`config.mk`:
```
export PLATFORM = sky130hd
export DESIGN_NAME = multicycle_control
export DESIGN_NICKNAME = d
export VERILOG_FILES = /design/src/rtl/mips_ctrl_pkg.sv /design/src/rtl/multicycle_control.sv
export SDC_FILE = /design/constraint.sdc
export NUM_CORES = 1
export LEC_CHECK = 0
export CAP_MARGIN = 0
export CORE_MARGIN = 10
export CORE_UTILIZATION = 42
export DETAILED_ROUTE_END_ITERATION = 8
export PLACE_DENSITY = 0.83
export SYNTH_ARGS = -nofsm -noshare
export SYNTH_HDL_FRONTEND = slang
export SYNTH_SLANG_ARGS = --single-unit
```
`constraint.sdc`:
```
create_clock -name clk -period 2.21 [get_ports clk]
set_clock_uncertainty 0.2 [all_clocks]
set_input_delay 0.442 -clock clk [delete_from_list [all_inputs] [get_ports clk]]
set_output_delay 0.442 -clock clk [all_outputs]
set_load 0.02 [all_outputs]
```
`src/rtl/mips_ctrl_pkg.sv`:
```
// Shared encodings for the multicycle MIPS control FSM and the ALU decoder.
// States ADDIEX/ADDIWB exist only when MULTICYCLE_ADDI_EN is defined.
package mips_ctrl_pkg;

    localparam logic [5:0] OP_RTYPE = 6'b000000;
    localparam logic [5:0] OP_LW    = 6'b100011;
    localparam logic [5:0] OP_SW    = 6'b101011;
    localparam logic [5:0] OP_BEQ   = 6'b000100;
    localparam logic [5:0] OP_J     = 6'b000010;
    localparam logic [5:0] OP_ADDI  = 6'b001000;

    // aluop is expanded further by the ALU decoder using funct
    localparam logic [1:0] ALUOP_ADD   = 2'b00;
    localparam logic [1:0] ALUOP_SUB   = 2'b01;
    localparam logic [1:0] ALUOP_FUNCT = 2'b10;

    localparam logic [1:0] SRCB_RT     = 2'b00;
    localparam logic [1:0] SRCB_FOUR   = 2'b01;
    localparam logic [1:0] SRCB_IMM    = 2'b10;
    localparam logic [1:0] SRCB_IMMSH  = 2'b11;

    localparam logic [1:0] PCSRC_ALU    = 2'b00;
    localparam logic [1:0] PCSRC_ALUOUT = 2'b01;
    localparam logic [1:0] PCSRC_JUMP   = 2'b10;

    typedef enum logic [3:0] {
        S_RESET   = 4'd0,
        S_FETCH   = 4'd1,
        S_DECODE  = 4'd2,
        S_MEMADR  = 4'd3,
        S_MEMRD   = 4'd4,
        S_MEMWB   = 4'd5,
        S_MEMWR   = 4'd6,
        S_EXEC    = 4'd7,
        S_RWB     = 4'd8,
        S_BRANCH  = 4'd9,
        S_JUMP    = 4'd10,
`ifdef MULTICYCLE_ADDI_EN
        S_ILLEGAL = 4'd11,
        S_ADDIEX  = 4'd12,
        S_ADDIWB  = 4'd13
`else
        S_ILLEGAL = 4'd11
`endif
    } state_t;

endpackage

```
`src/rtl/multicycle_control.sv`:
```
// Main control FSM of the multicycle MIPS datapath: registered state plus
// combinational output decode. Define MULTICYCLE_ADDI_EN to support addi.
module multicycle_control
    import mips_ctrl_pkg::*;
#(
    parameter int STATE_W = 4
) (
    input  logic               clk,
    input  logic               rst_n,
    input  logic [5:0]         opcode,
    input  logic               mem_ready,
    output logic               pcwrite,
    output logic               pcwritecond,
    output logic               iord,
    output logic               memread,
    output logic               memwrite,
    output logic               irwrite,
    output logic               memtoreg,
    output logic               regdst,
    output logic               regwrite,
    output logic               alusrca,
    output logic [1:0]         alusrcb,
    output logic [1:0]         pcsource,
    output logic [1:0]         aluop,
    output logic               illegal_op,
    output logic [STATE_W-1:0] state
);

    state_t     cur;
    logic [5:0] op_q;

    assign state = STATE_W'(cur);

    // DECODE branches on the live opcode; everything after uses the latched op_q
    always_ff @(posedge clk or negedge rst_n) begin
        if (!rst_n) begin
            cur  <= S_RESET;
            op_q <= '0;
        end else begin
            case (cur)
                S_RESET:  cur <= S_FETCH;
                S_FETCH:  if (mem_ready) cur <= S_DECODE;
                S_DECODE: begin
                    op_q <= opcode;
                    case (opcode)
                        OP_RTYPE:     cur <= S_EXEC;
                        OP_LW, OP_SW: cur <= S_MEMADR;
                        OP_BEQ:       cur <= S_BRANCH;
                        OP_J:         cur <= S_JUMP;
`ifdef MULTICYCLE_ADDI_EN
                        OP_ADDI:      cur <= S_ADDIEX;
`endif
                        default:      cur <= S_ILLEGAL;
                    endcase
                end
                S_MEMADR: cur <= (op_q == OP_LW) ? S_MEMRD : S_MEMWR;
                S_MEMRD:  if (mem_ready) cur <= S_MEMWB;
                S_MEMWR:  if (mem_ready) cur <= S_FETCH;
                S_EXEC:   cur <= S_RWB;
`ifdef MULTICYCLE_ADDI_EN
                S_ADDIEX: cur <= S_ADDIWB;
`endif
                default:  cur <= S_FETCH;
            endcase
        end
    end

    always_comb begin
        pcwrite     = 1'b0;
        pcwritecond = 1'b0;
        iord        = 1'b0;
        memread     = 1'b0;
        memwrite    = 1'b0;
        irwrite     = 1'b0;
        memtoreg    = 1'b0;
        regdst      = 1'b0;
        regwrite    = 1'b0;
        alusrca     = 1'b0;
        alusrcb     = SRCB_RT;
        pcsource    = PCSRC_ALU;
        aluop       = ALUOP_ADD;
        illegal_op  = 1'b0;
        case (cur)
            S_FETCH: begin
                memread = 1'b1;
                alusrcb = SRCB_FOUR;
                irwrite = mem_ready;
                pcwrite = mem_ready;
            end
            S_DECODE: alusrcb = SRCB_IMMSH;
            S_MEMADR: begin
                alusrca = 1'b1;
                alusrcb = SRCB_IMM;
            end
            S_MEMRD: begin
                memread = 1'b1;
                iord    = 1'b1;
            end
            S_MEMWB: begin
                regwrite = 1'b1;
                memtoreg = 1'b1;
            end
            S_MEMWR: begin
                memwrite = 1'b1;
                iord     = 1'b1;
            end
            S_EXEC: begin
                alusrca = 1'b1;
                aluop   = ALUOP_FUNCT;
            end
            S_RWB: begin
                regwrite = 1'b1;
                regdst   = 1'b1;
            end
            S_BRANCH: begin
                alusrca     = 1'b1;
                aluop       = ALUOP_SUB;
                pcwritecond = 1'b1;
                pcsource    = PCSRC_ALUOUT;
            end
            S_JUMP: begin
                pcwrite  = 1'b1;
                pcsource = PCSRC_JUMP;
            end
            S_ILLEGAL: illegal_op = 1'b1;
`ifdef MULTICYCLE_ADDI_EN
            S_ADDIEX: begin
                alusrca = 1'b1;
                alusrcb = SRCB_IMM;
            end
            S_ADDIWB: regwrite = 1'b1;
`endif
            default: ;
        endcase
    end

endmodule

```
# [Yosys cells after proc, flatten, opt, wreduce, memory -nomap -nowiden]
# Cells that the tools add are included.
# W data, S select, Z words.
[word_totals] ff_bits=10 inputBits=9 word_cells=48 out_inout_bits=21
[classes] eq_ne=19 n_mux=20 n_reduce_logical=7
[op_table] cell="$pmux W4 S6" count=1
[op_table] cell="$eq A6 B6 Y1 const B" count=3
[op_table] cell="$eq A4 B3 Y1 const B" count=4
[op_table] cell="$eq A4 B4 Y1 const B" count=4
[op_table] cell="$pmux W4 S4" count=1
[op_table] cell="$mux W4" count=3
[op_table] cell="$mux W1" count=10
[op_table] cell="$eq A4 B2 Y1 const B" count=2
[op_table] cell="$pmux W2 S2" count=2
[op_table] cell="$reduce_or A2 Y1" count=4
[op_table] cell="$eq A6 B2 Y1 const B" count=1
[op_table] cell="$eq A6 B3 Y1 const B" count=1
[op_table] cell="$logic_not A6 Y1" count=1
[op_table] cell="$ne A2 B2 Y1 const B" count=3
[op_table] cell="$pmux W2 S3" count=1
[op_table] cell="$eq A4 B1 Y1 const B" count=1
[op_table] cell="$reduce_and A3 Y1" count=1
[op_table] cell="$reduce_or A3 Y1" count=1
[op_table] cell="$mux W2" count=1
[op_table] cell="$pmux W1 S2" count=1

# [Longest topological paths before layout]
[depth] word_depth=4 mapped_depth=5 depth_no_buf=4

# [Worst setup path after synthesis]
# Ideal clock, no wire load.
[synth_timing] kind="register to output" start="reg cur[2], in the netlist state[2]" end="out aluop[0]" required_ns=1.568 slack_ns=0.112 path_buffers=2 path_stages_with_launch=5 arrival_time_ns=1.456 cell_sequence="dfrtp_1 -> clkbuf_8 -> nand2b_1 -> nor2_1 -> buf_4"
[synth_between] elab_chain_len=2 elab_cells_between_ends=3 classes_between="eq/ne: 2; mux: 1"
[synth_lines] element="start, declared" line_no="multicycle_control.sv:29" rtl="state_t cur;"
[synth_lines] element="start signal, assigned" line_no="multicycle_control.sv:56" rtl="S_MEMADR: cur <= (op_q == OP_LW) ? S_MEMRD : S_MEMWR;"
[synth_lines] element="$eq A4 B4 Y1 or $eq A4 B3 Y1 (tied branches)" line_no="multicycle_control.sv:83" rtl="case (cur)"
[synth_lines] element="$pmux W2 S2 *" line_no="multicycle_control.sv:83"
[synth_lines] element="end, declared" line_no="multicycle_control.sv:24" rtl="output logic [1:0] aluop,"
# Every way passes the cells marked *; elsewhere a longest branch is shown, timed or not.

# [Worst setup path after layout]
[layout_timing] start="in mem_ready" end="out pcwrite"
[layout_between] elab_chain_len=1
[layout_lines] element="start, declared" line_no="multicycle_control.sv:11" rtl="input logic mem_ready,"
[layout_lines] element="$pmux W1 S2" line_no="multicycle_control.sv:83"
[layout_lines] element="end, declared" line_no="multicycle_control.sv:12" rtl="output logic pcwrite,"
# No other way between the ends.

==> results.md <==
- DRC: 0
- Root buffer cell: clkbuf_4
- Reg-to-reg startpoint: state[2]
- Worst Max-Slew Pin Slew: 0.4370 ns
- CTS tree: done
- Switch share: 0.4405
- End of the critical path: pcwrite
- Final min period: 2.170 ns
- Area contributors post-synth: dfrtp_1 (34%), mux2_2 (12%), nor2_1 (7.2%), clkbuf_8 (3.8%), nand2b_1 (3.4%)
- Fmax: 460.9 MHz
- Mapped Avg Cell Area: 9.165 um2
- CTS buffer count: 3
- Tot GR Track Use: 0.1140
- Synth top area share: 0.3413
- Fin crit share: 0.9817
- Power density over the cells: 1465 nW/um2
- DIE WIDTH: 61.78 um
- Rel. slew slack: 0.7077
- Reg2Reg Depth: 5
- Die Y: 61.78 um
- Tot Pwr: 1.644 mW
- Yosys warning total: 0
- Worst setup EP type: primary output
- Final ANT Viol Nets: 0
- Post-synth top cells: nor2_1 (14), dfrtp_1 (10), mux2_2 (8)
- Reg power frac: 0.212
- Max clock buf depth: 2
- DR vias: 782
- Fin area: 1122 um2
- Hold_ws: 0.2846 ns
- Max Cap Viol: 0
- Leakage dissipation: 0.5284 nW
- Crit path launch type: input port
- Vias in the first global route: 804
- I/O pin count: 30
- Final RePlAce weighted congestion: 0.8734
- Clock Latency Late Sink: 0.26 ns
- Register area share after synthesis: 0.3413
- Path length in cells of the critical path: 5
- Total gr overflow: 0
- Die area: 3817 um2
- P&R area growth vs syn: 53.07%
- Post-CTS Setup Repair Bufs: 0
- Top-count cell post-synth: nor2_1
- Worst setup margin: 0.04035 ns
- Buf/Inv on CP: 2
- Share of layout cells above drive strength 1: 0.4160
- Worst EP required: 1.57 ns
- Largest net degree at the start of global routing: 11
- Antenna Cells: 0
- Worst-path fanout max: 2
- Rows: 15
- Initial Util: 0.4341
- Register-to-Register Setup Slack: 0.28 ns
- H-tree levels: 1
- Clock power share: 0.099
- Port Buffers: 29
- Final Hold Vio Count: 0
- WL final: 2.163 mm
- Worst min-delay path category: in -> async
- CTS Sinks: 10
- Netlist Area Pre-Place: 733.2 um2
- Arrival @ worst endpoint: 1.53 ns
- Slew Viols, Final: 0
- Post-DR vias/cell: 5.507
- Placeable Area: 1689 um2
- Slowest stage cell, crit path: clkdlybuf4s50_1
- Status: completed
- Initial antenna violation count: 0
- Int Pwr: 0.9199 mW
- Reg-to-reg critical path endpoint: op_q[1]
- Yosys reg bits: 10
- Final HPWL DP: 1.757 mm
- Crit path launch: mem_ready
- DP Area: 1115 um2
- Number of enable flip-flop cells after synthesis: 0
- Worst path cell trace: clkdlybuf4s50_1 -> nand3_1 -> mux2_4 -> nor2_4 -> buf_6
- Hold_buf cts: 0
- Comb pwr share: 0.690
- Dominant synthesized flop cell: dfrtp_1
- Syn nets: 89
- CP top delay family: buffers and inverters
- Max incr delay on CP: 0.49 ns
- Initial drt markers: 7
- DR WL/cell: 15.23 um
- Syn Inst Count: 80
- Crit path kind: in -> out
- Setup violators final: 0
- Fraction of registers with async set/reset: 1.000
- Leading area contributor after synthesis: dfrtp_1
- Pre-CTS setup slack: -0.4342 ns
- Net Switching: 0.7241 mW
- Clock-pin slew on the worst setup and hold paths: 0.07 ns
- DR pass1 iterations: 4
- NumNets Final: 135
- Cell variety after synth: 34
- First-pass GRT wire length: 3.408 mm
- Max IR drop VDD: 0.0007864 V
==> how the worst min path moves through the flow <==
stage | end | slack [ns]
final | op_q[4] | 0.28
after floorplan | op_q[0] | -0.05
after global routing | op_q[2] | 0.31
after detailed placement | op_q[3] | 0.30
after CTS | op_q[4] | 0.29
after global placement | op_q[3] | 0.29
==> timing repair <==
action,in CTS,in global routing
pin swaps,0,0
gates resized for setup,35,27
hold endpoints to repair,0,0
setup endpoints to repair,18,15
==> worst reg2reg max path, delay by kind of cell, from the launching register on <==
kind | cells | cell delay [ns]
buffers and inverters | 2 | 0.32
DFF | 1 | 0.44
muxes | 1 | 0.36
and+or+nand+nor | 2 | 0.50
==> logic make-up after synthesis <==
family	synth area share
simple gates	0.2475
compound gates	0.1587
flops	0.3413
mux	0.1365
buf+inv	0.1041
xor+xnor	0.01195
==> power by group through the flow <==
stage / clock [mW] / sequential [mW] / combinational (mW)
final: 0.162 / 0.348 / 1.13
after global routing: 0.176 / 0.365 / 1.22
after global placement: 0 / 0.342 / 1.16
after detailed placement: 0 / 0.345 / 1.20
after CTS: 0.168 / 0.344 / 1.13
after floorplan: 0 / 0.364 / 0.680
==> stage by stage <==
| step | std cells | TNS, ns | utilization |
|---|---|---|---|
| final | 142 | 0 | 0.6644 |
| after global routing | 142 | -0.0004541 | 0.6644 |
| after CTS | 142 | 0 | 0.6733 |
| after detailed placement | 138 | -0.8053 | 0.6600 |
| after global placement | 138 | -0.6604 | 0.6600 |
| after floorplan | 80 | 0 | - |
==> routing by layer <==
metal  track usage  part of all wire  routed length (um)
met5             0                 0                   0
met1        0.1140              0.43                 928
met4       0.05414            0.0042                   9
met3       0.03049             0.086                 187
met2        0.2123              0.48                1037
==> cell usage in the layout (no fill, tap or decap), types with 2 or more instances in the layout <==
cell / synthesis / layout
mux2_2: 8 / 7
dfrtp_1: 10 / 8
inv_1: 3 / 3
nand3_1: 2 / 2
nor2_4: 1 / 2
clkbuf_2: 0 / 7
dfrtp_2: 0 / 2
clkdlybuf4s50_1: 0 / 11
nand2_1: 2 / 2
dlygate4sd2_1: 0 / 2
nor2_2: 1 / 2
a21oi_1: 2 / 2
o21ai_0: 4 / 4
buf_4: 2 / 18
nand2b_1: 4 / 4
buf_2: 0 / 3
nor2_1: 14 / 12
clkbuf_4: 0 / 3
clkdlybuf4s15_2: 0 / 3
nor3_1: 4 / 4
==> area by class of cell <==
class | instances | area [um2]
Timing Repair Buffer | 47 | 380.4
Multi-Input combinational cell | 61 | 420.4
Tap cell | 17 | 21.27
Clock buffer | 4 | 36.28
Inverter | 3 | 11.26
Sequential cell | 10 | 252.7
Fill cell | 133 | 566.8
==> flip-flops by register name, summed over array words and instances (netlist names) <==
register,flops
op_q,6
state,4
No activity file was read; power rests on OpenSTA's default activity.
